<file path="src/rtl/alu_wb_pkg.sv">
// Shared types and helpers for the ALU result/writeback stage.
package alu_wb_pkg;

  typedef enum logic [3:0] {
    ADD  = 4'd0,
    SUB  = 4'd1,
    MUL  = 4'd2,
    MULH = 4'd3,
    MULS = 4'd4,
    AND  = 4'd5,
    OR   = 4'd6,
    XOR  = 4'd7,
    SLL  = 4'd8,
    SRL  = 4'd9,
    SRA  = 4'd10,
    SEQ  = 4'd11,
    SLTU = 4'd12,
    SLTS = 4'd13,
    MUX  = 4'd14,
    ADDC = 4'd15
  } funct_t;

  localparam int DATA_W = 16;

  // Result payload; the destination address travels alongside it in the FIFO.
  typedef struct packed {
    logic [DATA_W-1:0] data;
    logic              cwen;
    logic              carry;
  } wb_entry_t;

  function automatic int count_width(input int depth);
    return $clog2(depth + 1);
  endfunction

  localparam int DEFAULT_DEPTH = 4;
  localparam int COUNT_W       = count_width(DEFAULT_DEPTH);

  function automatic logic [DATA_W-1:0] select_result(input funct_t f,
                                                      input logic [15:0] alu_out,
                                                      input logic [31:0] mul_out);
    case (f)
      MUL:     return mul_out[15:0];
      MULH:    return mul_out[31:16];
      default: return alu_out;
    endcase
  endfunction

endpackage

</file>
<file path="src/rtl/alu_wb_fifo.sv">
// Synchronous circular-buffer FIFO with occupancy count; pop-before-push
// so a simultaneous push and pop is accepted even when full.
module alu_wb_fifo
  import alu_wb_pkg::*;
#(
  parameter int WIDTH = 8,
  parameter int DEPTH = 4
) (
  input  logic                          clock,
  input  logic                          reset,
  input  logic                          push,
  input  logic                          pop,
  input  logic [WIDTH-1:0]              wdata,
  output logic [WIDTH-1:0]              rdata,
  output logic [count_width(DEPTH)-1:0] count,
  output logic                          full,
  output logic                          empty
);

  localparam int PTR_W = (DEPTH > 1) ? $clog2(DEPTH) : 1;
  localparam int CNT_W = count_width(DEPTH);

  logic [WIDTH-1:0] mem [DEPTH];
  logic [PTR_W-1:0] wr_ptr;
  logic [PTR_W-1:0] rd_ptr;
  logic             do_push;
  logic             do_pop;

  function automatic logic [PTR_W-1:0] next_ptr(input logic [PTR_W-1:0] p);
    return (p == PTR_W'(DEPTH - 1)) ? '0 : p + 1'b1;
  endfunction

  assign empty   = (count == '0);
  assign full    = (count == CNT_W'(DEPTH));
  assign do_pop  = pop && !empty;
  assign do_push = push && (!full || do_pop);
  assign rdata   = mem[rd_ptr];

  // NOTE: sequential state is updated with non-blocking assignments so every
  // register samples the pre-edge values of the others.
  always_ff @(posedge clock) begin
    if (reset) begin
      wr_ptr <= '0;
      rd_ptr <= '0;
      count  <= '0;
    end else begin
      if (do_push) wr_ptr <= next_ptr(wr_ptr);
      if (do_pop)  rd_ptr <= next_ptr(rd_ptr);
      case ({do_push, do_pop})
        2'b10:   count <= count + 1'b1;
        2'b01:   count <= count - 1'b1;
        default: count <= count;
      endcase
    end
  end

  // NOTE: the storage array has no reset; validity is carried by count and
  // the pointers, so clearing it would only cost flops.
  always_ff @(posedge clock) begin
    if (do_push) mem[wr_ptr] <= wdata;
  end

endmodule

</file>
<file path="src/rtl/alu_writeback.sv">
// ALU result stage: aligns destination tags with ALU latency, buffers results
// and shares the register-file write port with the load unit (loads first).
// Optional macro ALU_WB_ERROR_CHECK_EN compiles in the sticky io_error logic.
module alu_writeback
  import alu_wb_pkg::*;
#(
  parameter int LATENCY = 3,
  parameter int DEPTH   = 4,
  parameter int ADDR_W  = 11
) (
  input  logic              clock,
  input  logic              reset,
  input  logic              io_issue_valid,
  input  logic [ADDR_W-1:0] io_issue_rd,
  input  logic [3:0]        io_issue_funct,
  input  logic              io_alu_valid,
  input  logic [15:0]       io_alu_out,
  input  logic [31:0]       io_alu_mul_out,
  input  logic              io_alu_carry_out,
  input  logic              io_lsu_wen,
  input  logic [ADDR_W-1:0] io_lsu_addr,
  input  logic [15:0]       io_lsu_data,
  output logic              io_rf_wen,
  output logic [ADDR_W-1:0] io_rf_addr,
  output logic [15:0]       io_rf_data,
  output logic              io_carry_wen,
  output logic [ADDR_W-1:0] io_carry_addr,
  output logic              io_carry_data,
  output logic              io_stall,
  output logic              io_error
);

  localparam int CNT_W       = count_width(DEPTH);
  localparam int IN_FLIGHT_W = $clog2(LATENCY + 1);
  localparam int CRED_W      = $clog2(LATENCY + DEPTH + 1);

  typedef struct packed {
    logic              valid;
    logic [ADDR_W-1:0] rd;
    funct_t            funct;
  } tag_t;

  typedef struct packed {
    logic [ADDR_W-1:0] rd;
    wb_entry_t         wb;
  } fifo_entry_t;

  tag_t              tag_pipe [LATENCY];
  tag_t              head;
  logic              pair;
  logic              bypass;
  logic              fifo_push;
  logic              fifo_pop;
  logic              fifo_full;
  logic              fifo_empty;
  logic [CNT_W-1:0]  fifo_count;
  fifo_entry_t       alu_entry;
  fifo_entry_t       fifo_head;
  fifo_entry_t       wr_sel;
  logic [IN_FLIGHT_W-1:0] in_flight;
  logic [CRED_W-1:0] credits;
  logic              stall;

  always_ff @(posedge clock) begin
    if (reset) begin
      for (int i = 0; i < LATENCY; i++) tag_pipe[i] <= '0;
    end else begin
      tag_pipe[0] <= '{valid: io_issue_valid, rd: io_issue_rd, funct: funct_t'(io_issue_funct)};
      for (int i = 1; i < LATENCY; i++) tag_pipe[i] <= tag_pipe[i-1];
    end
  end

  assign head = tag_pipe[LATENCY-1];
  assign pair = io_alu_valid && head.valid;

  assign alu_entry.rd       = head.rd;
  assign alu_entry.wb.data  = select_result(head.funct, io_alu_out, io_alu_mul_out);
  assign alu_entry.wb.cwen  = (head.funct == ADDC);
  assign alu_entry.wb.carry = io_alu_carry_out;

  // An empty FIFO is skipped so a result reaches the port the cycle after it
  // arrives; this is equivalent to enqueue-and-pop in the same cycle.
  assign fifo_pop  = !io_lsu_wen && !fifo_empty;
  assign bypass    = !io_lsu_wen && fifo_empty && pair;
  assign fifo_push = pair && !bypass && (!fifo_full || fifo_pop);
  assign wr_sel    = fifo_pop ? fifo_head : alu_entry;

  alu_wb_fifo #(
    .WIDTH ($bits(fifo_entry_t)),
    .DEPTH (DEPTH)
  ) u_fifo (
    .clock (clock),
    .reset (reset),
    .push  (fifo_push),
    .pop   (fifo_pop),
    .wdata (alu_entry),
    .rdata (fifo_head),
    .count (fifo_count),
    .full  (fifo_full),
    .empty (fifo_empty)
  );

  // NOTE: every variable written in always_comb gets a default first so no
  // latch is inferred.
  always_comb begin
    in_flight = '0;
    for (int i = 0; i < LATENCY; i++) in_flight += IN_FLIGHT_W'(tag_pipe[i].valid);
  end

  // Stall when one more issue could exceed FIFO capacity (credits + 1 > DEPTH).
  assign credits  = CRED_W'(in_flight) + CRED_W'(fifo_count);
  assign stall    = (credits >= CRED_W'(DEPTH));
  assign io_stall = stall;

  always_ff @(posedge clock) begin
    if (reset) begin
      io_rf_wen     <= 1'b0;
      io_rf_addr    <= '0;
      io_rf_data    <= '0;
      io_carry_wen  <= 1'b0;
      io_carry_addr <= '0;
      io_carry_data <= 1'b0;
    end else if (io_lsu_wen) begin
      io_rf_wen     <= 1'b1;
      io_rf_addr    <= io_lsu_addr;
      io_rf_data    <= io_lsu_data;
      io_carry_wen  <= 1'b0;
      io_carry_addr <= '0;
      io_carry_data <= 1'b0;
    end else if (fifo_pop || bypass) begin
      io_rf_wen     <= 1'b1;
      io_rf_addr    <= wr_sel.rd;
      io_rf_data    <= wr_sel.wb.data;
      io_carry_wen  <= wr_sel.wb.cwen;
      io_carry_addr <= wr_sel.rd;
      io_carry_data <= wr_sel.wb.carry;
    end else begin
      io_rf_wen     <= 1'b0;
      io_rf_addr    <= '0;
      io_rf_data    <= '0;
      io_carry_wen  <= 1'b0;
      io_carry_addr <= '0;
      io_carry_data <= 1'b0;
    end
  end

`ifdef ALU_WB_ERROR_CHECK_EN
  logic overflow;
  logic err_event;
  logic error_q;

  assign overflow  = pair && !bypass && fifo_full && !fifo_pop;
  assign err_event = (io_alu_valid != head.valid) || (io_issue_valid && stall) || overflow;

  always_ff @(posedge clock) begin
    if (reset)          error_q <= 1'b0;
    else if (err_event) error_q <= 1'b1;
  end

  assign io_error = error_q;
`else
  assign io_error = 1'b0;
`endif

endmodule

</file>
<file path="config.mk">
export PLATFORM = sky130hd
export DESIGN_NAME = alu_writeback
export DESIGN_NICKNAME = d
export VERILOG_FILES = /design/src/rtl/alu_wb_pkg.sv /design/src/rtl/alu_wb_fifo.sv /design/src/rtl/alu_writeback.sv
export SDC_FILE = /design/constraint.sdc
export NUM_CORES = 1
export LEC_CHECK = 0
export BUFFER_PORTS_ARGS = -buffer_cell sky130_fd_sc_hd__buf_2
export CAP_MARGIN = 20
export CORE_MARGIN = 5
export CORE_UTILIZATION = 30
export DETAILED_ROUTE_END_ITERATION = 7
export GPL_ROUTABILITY_DRIVEN = 0
export GPL_TIMING_DRIVEN = 0
export PLACE_DENSITY = 0.55
export REMOVE_ABC_BUFFERS = 1
export SYNTH_ARGS = -nofsm -noshare
export SYNTH_HDL_FRONTEND = slang
export SYNTH_SLANG_ARGS = --single-unit
</file>
<file path="constraint.sdc">
create_clock -name clock -period 3.1 [get_ports clock]
set_input_delay 0.31 -clock clock [delete_from_list [all_inputs] [get_ports clock]]
set_output_delay 0.31 -clock clock [all_outputs]
set_load 0.05 [all_outputs]
</file>
==> metrics.txt <==
Syn Area/Cell=16.0 um2; Unique masters post-synth=34; Pwr Density=603 nW/um2; share of layout cells above drive strength 1=37.4%; crit end category=register; CP arrival=3270 ps; FMAX=0.352 GHz; DR pass1 iterations=4; Iteration-0 DRC Markers=240; wire per inst=16.4 um; status=complete, no violations; Row Count=59; Final ANT Viol Nets=0; P&R area growth vs syn=25.1%; wirelength, routed=16800 um; post-layout min period=2840 ps; IO Port Bufs=137; share of the synthesized area in the top cell type=43.4%; Critical Path Max Stage Delay=710 ps; Max Root-Sink Buffers=3; switching power total=1.29 mW; fin. max-slew vios=0; actual slew at the worst max-slew pin=1100 ps; CTS Buf Count=24; CP startpoint kind=register; Nets=776; Hold WS=18.3 ps; Worst Skew=13.6 ps; register area share after synthesis=67.8%; Final TNS setup=0 ps; initial antenna violation count=0; GR Util All Layers=11.1%; ys async rst share=0%; Starting Density=30.7%; Top FF cell, synth=edfxtp_1; CTS root buffer=clkbuf_16; Worst path slowest cell=nor2_2; Lkg Pwr=3.77 nW; Final setup violation count=0; first-pass GRT wire length=27000 um; synthesized flop and latch total=214; Die Area=30100 um2; critical path's top delay family=simple AND/OR/NAND/NOR gates; total gr overflow=0; Worst IR Drop VDD=0.296 mV; pin count of the biggest net entering global routing=59; Cell Chain, Critical Path=nor3_4 -> nor2_2 -> ha_1 -> inv_1 -> fa_1 -> xor2_1 -> or3_1 -> a21oi_1; Core ar.=26200 um2; Max FO, Critical Path=18; CP bufs+invs=1; final worst path period share=91.7%; area leader, netlist=edfxtp_1; I/O pins=139; H-tree depth=1; Max transition margin=26.7%; TritonCTS clock tree=built; Ys Warns=0; fill count=2460; final core occ=38.3%; unrepaired setup endpoints after global routing=no; vias per cell=4.37; Pwr Total=6.06 mW; CTS Sinks=214; CTS resizes=0; # DRC=0; Post-synth EDFFs=116; internal power=4.77 mW; Reg area=5450 um2; Multi-input gate area=2370 um2; Mapped Cells=502; Area contributors post-synth=edfxtp_1 (43%), dfxtp_1 (24%), mux4_2 (8.1%); sequential power share=50.4%; combinational power share=5.9%; Switching Fraction=21.3%; CP required=3530 ps; Clk pwr share=43.7%; max_cap viols=0; Cell Area, Synth=8030 um2; CP Class=reg2reg; Die W=174 um; Hold Fails Final Rpt=0; worst min path class=in2reg; Die Height=174 um; routed via count=4478; DP Wirelength=10200 um; worst skew pair latency=500 ps; clock-pin slew on the worst setup and hold paths=60 ps; vias in the first global route=4917
[layer usage]
| layer | share of wire, % | track usage, % |
|---|---|---|
| met1 | 42 | 13.7 |
| met2 | 50 | 19.5 |
| met3 | 5.1 | 2.73 |
| met4 | 2.4 | 2.80 |
| met5 | 0 | 0 |
[flip-flops by register name, summed over array words and instances (netlist names), named ones only]
signal,flops
u_fifo.wr_ptr,2
io_rf_data,16
io_carry_wen,1
u_fifo.rd_ptr,2
io_carry_data,1
u_fifo.count,3
u_fifo.mem,116
io_carry_addr,11
io_rf_wen,1
tag_pipe,48
io_rf_addr,11
[cell usage in the layout (no fill, tap or decap), types with 8 or more instances in the layout]
master,Yosys,final
a21oi_2,11,11
clkbuf_16,0,26
dfxtp_1,98,96
nor2b_1,48,48
edfxtp_1,116,116
dlygate4sd3_1,0,28
nand2_1,44,44
mux2i_1,18,18
o21ai_1,16,16
mux2_2,13,13
mux2_4,19,19
mux4_2,29,29
clkbuf_1,8,8
a21o_1,11,11
buf_2,4,137
[metrics by stage]
step,cell area [um2],setup WS [ps],instances
after floorplan,7830,8.89,476
after global placement,8930,-889,948
after CTS,10000,212,1022
after detailed placement,8990,247,950
final,10000,258,1025
after global routing,10000,76.6,1024
[what timing repair did]
item / CTS / global route
setup buffers: 0 / 0
endpoints found under the hold margin: 28 / 0
hold buffers: 28 / 0
[worst paths after layout]
check	start	end	slack (ps)	cells after the start
setup / recovery	u_fifo.count[0]$_SDFFE_PP0P_	u_fifo.count[2]$_SDFFE_PP0P_	260	8
hold / removal	io_lsu_data[6]	io_rf_data[6]$_SDFF_PP0_	20	3
setup reg to reg	u_fifo.count[0]$_SDFFE_PP0P_	u_fifo.count[2]$_SDFFE_PP0P_	260	8
hold reg to reg	tag_pipe[0][9]$_SDFF_PP0_	tag_pipe[0][25]$_SDFF_PP0_	430	1
[layout make-up]
cell class                 instances  share of cell area, %
antenna                            1                 0.0249
inverter                           7                  0.261
sequential                       214                   54.2
timing repair buffer             169                   10.3
tap                              335                   4.17
clock inverter                     8                  0.361
multi-input combinational        255                   23.6
clock buffer                      36                   7.05
[worst reg2reg max path, cell delays in order, from the launching register on]
cell	delay [ps]
dfxtp_1	490
nor3_4	190
nor2_2	710
ha_1	340
inv_1	70
fa_1	370
xor2_1	160
or3_1	310
a21oi_1	140
[Yosys cell counts (8+ instances only)]
master,instances
a21o_1,11
nand2_1,44
clkbuf_1,8
a21oi_2,11
nor2_1,8
nor2b_1,48
mux4_2,29
mux2i_1,18
dfxtp_1,98
o21ai_1,16
mux2_2,13
mux2_4,19
edfxtp_1,116
[power groups by stage]
stage               Clock, mW  Combinational, mW  Sequential, mW
floorplan                   0              0.134            3.18
global placement            0              0.319            3.12
detailed placement          0              0.334            3.11
CTS                      2.73              0.363            3.05
global route             2.85              0.392            3.06
finish                   2.65              0.359            3.05
[cells by family (layout without fill, tap and decap cells)]
| family | count (synthesis) | after routing | synth area share, % |
|---|---|---|---|
| xor+xnor | 4 | 4 | 0.436 |
| other cells | 1 | 2 | 0.0467 |
| mux | 79 | 79 | 15.7 |
| simple gates | 110 | 110 | 7.27 |
| fa+ha+maj | 9 | 9 | 1.59 |
| flops | 214 | 214 | 67.8 |
| buf+inv | 33 | 220 | 2.85 |
| compound gates | 52 | 52 | 4.27 |
Note: power is estimated with default switching activity, not from simulation.
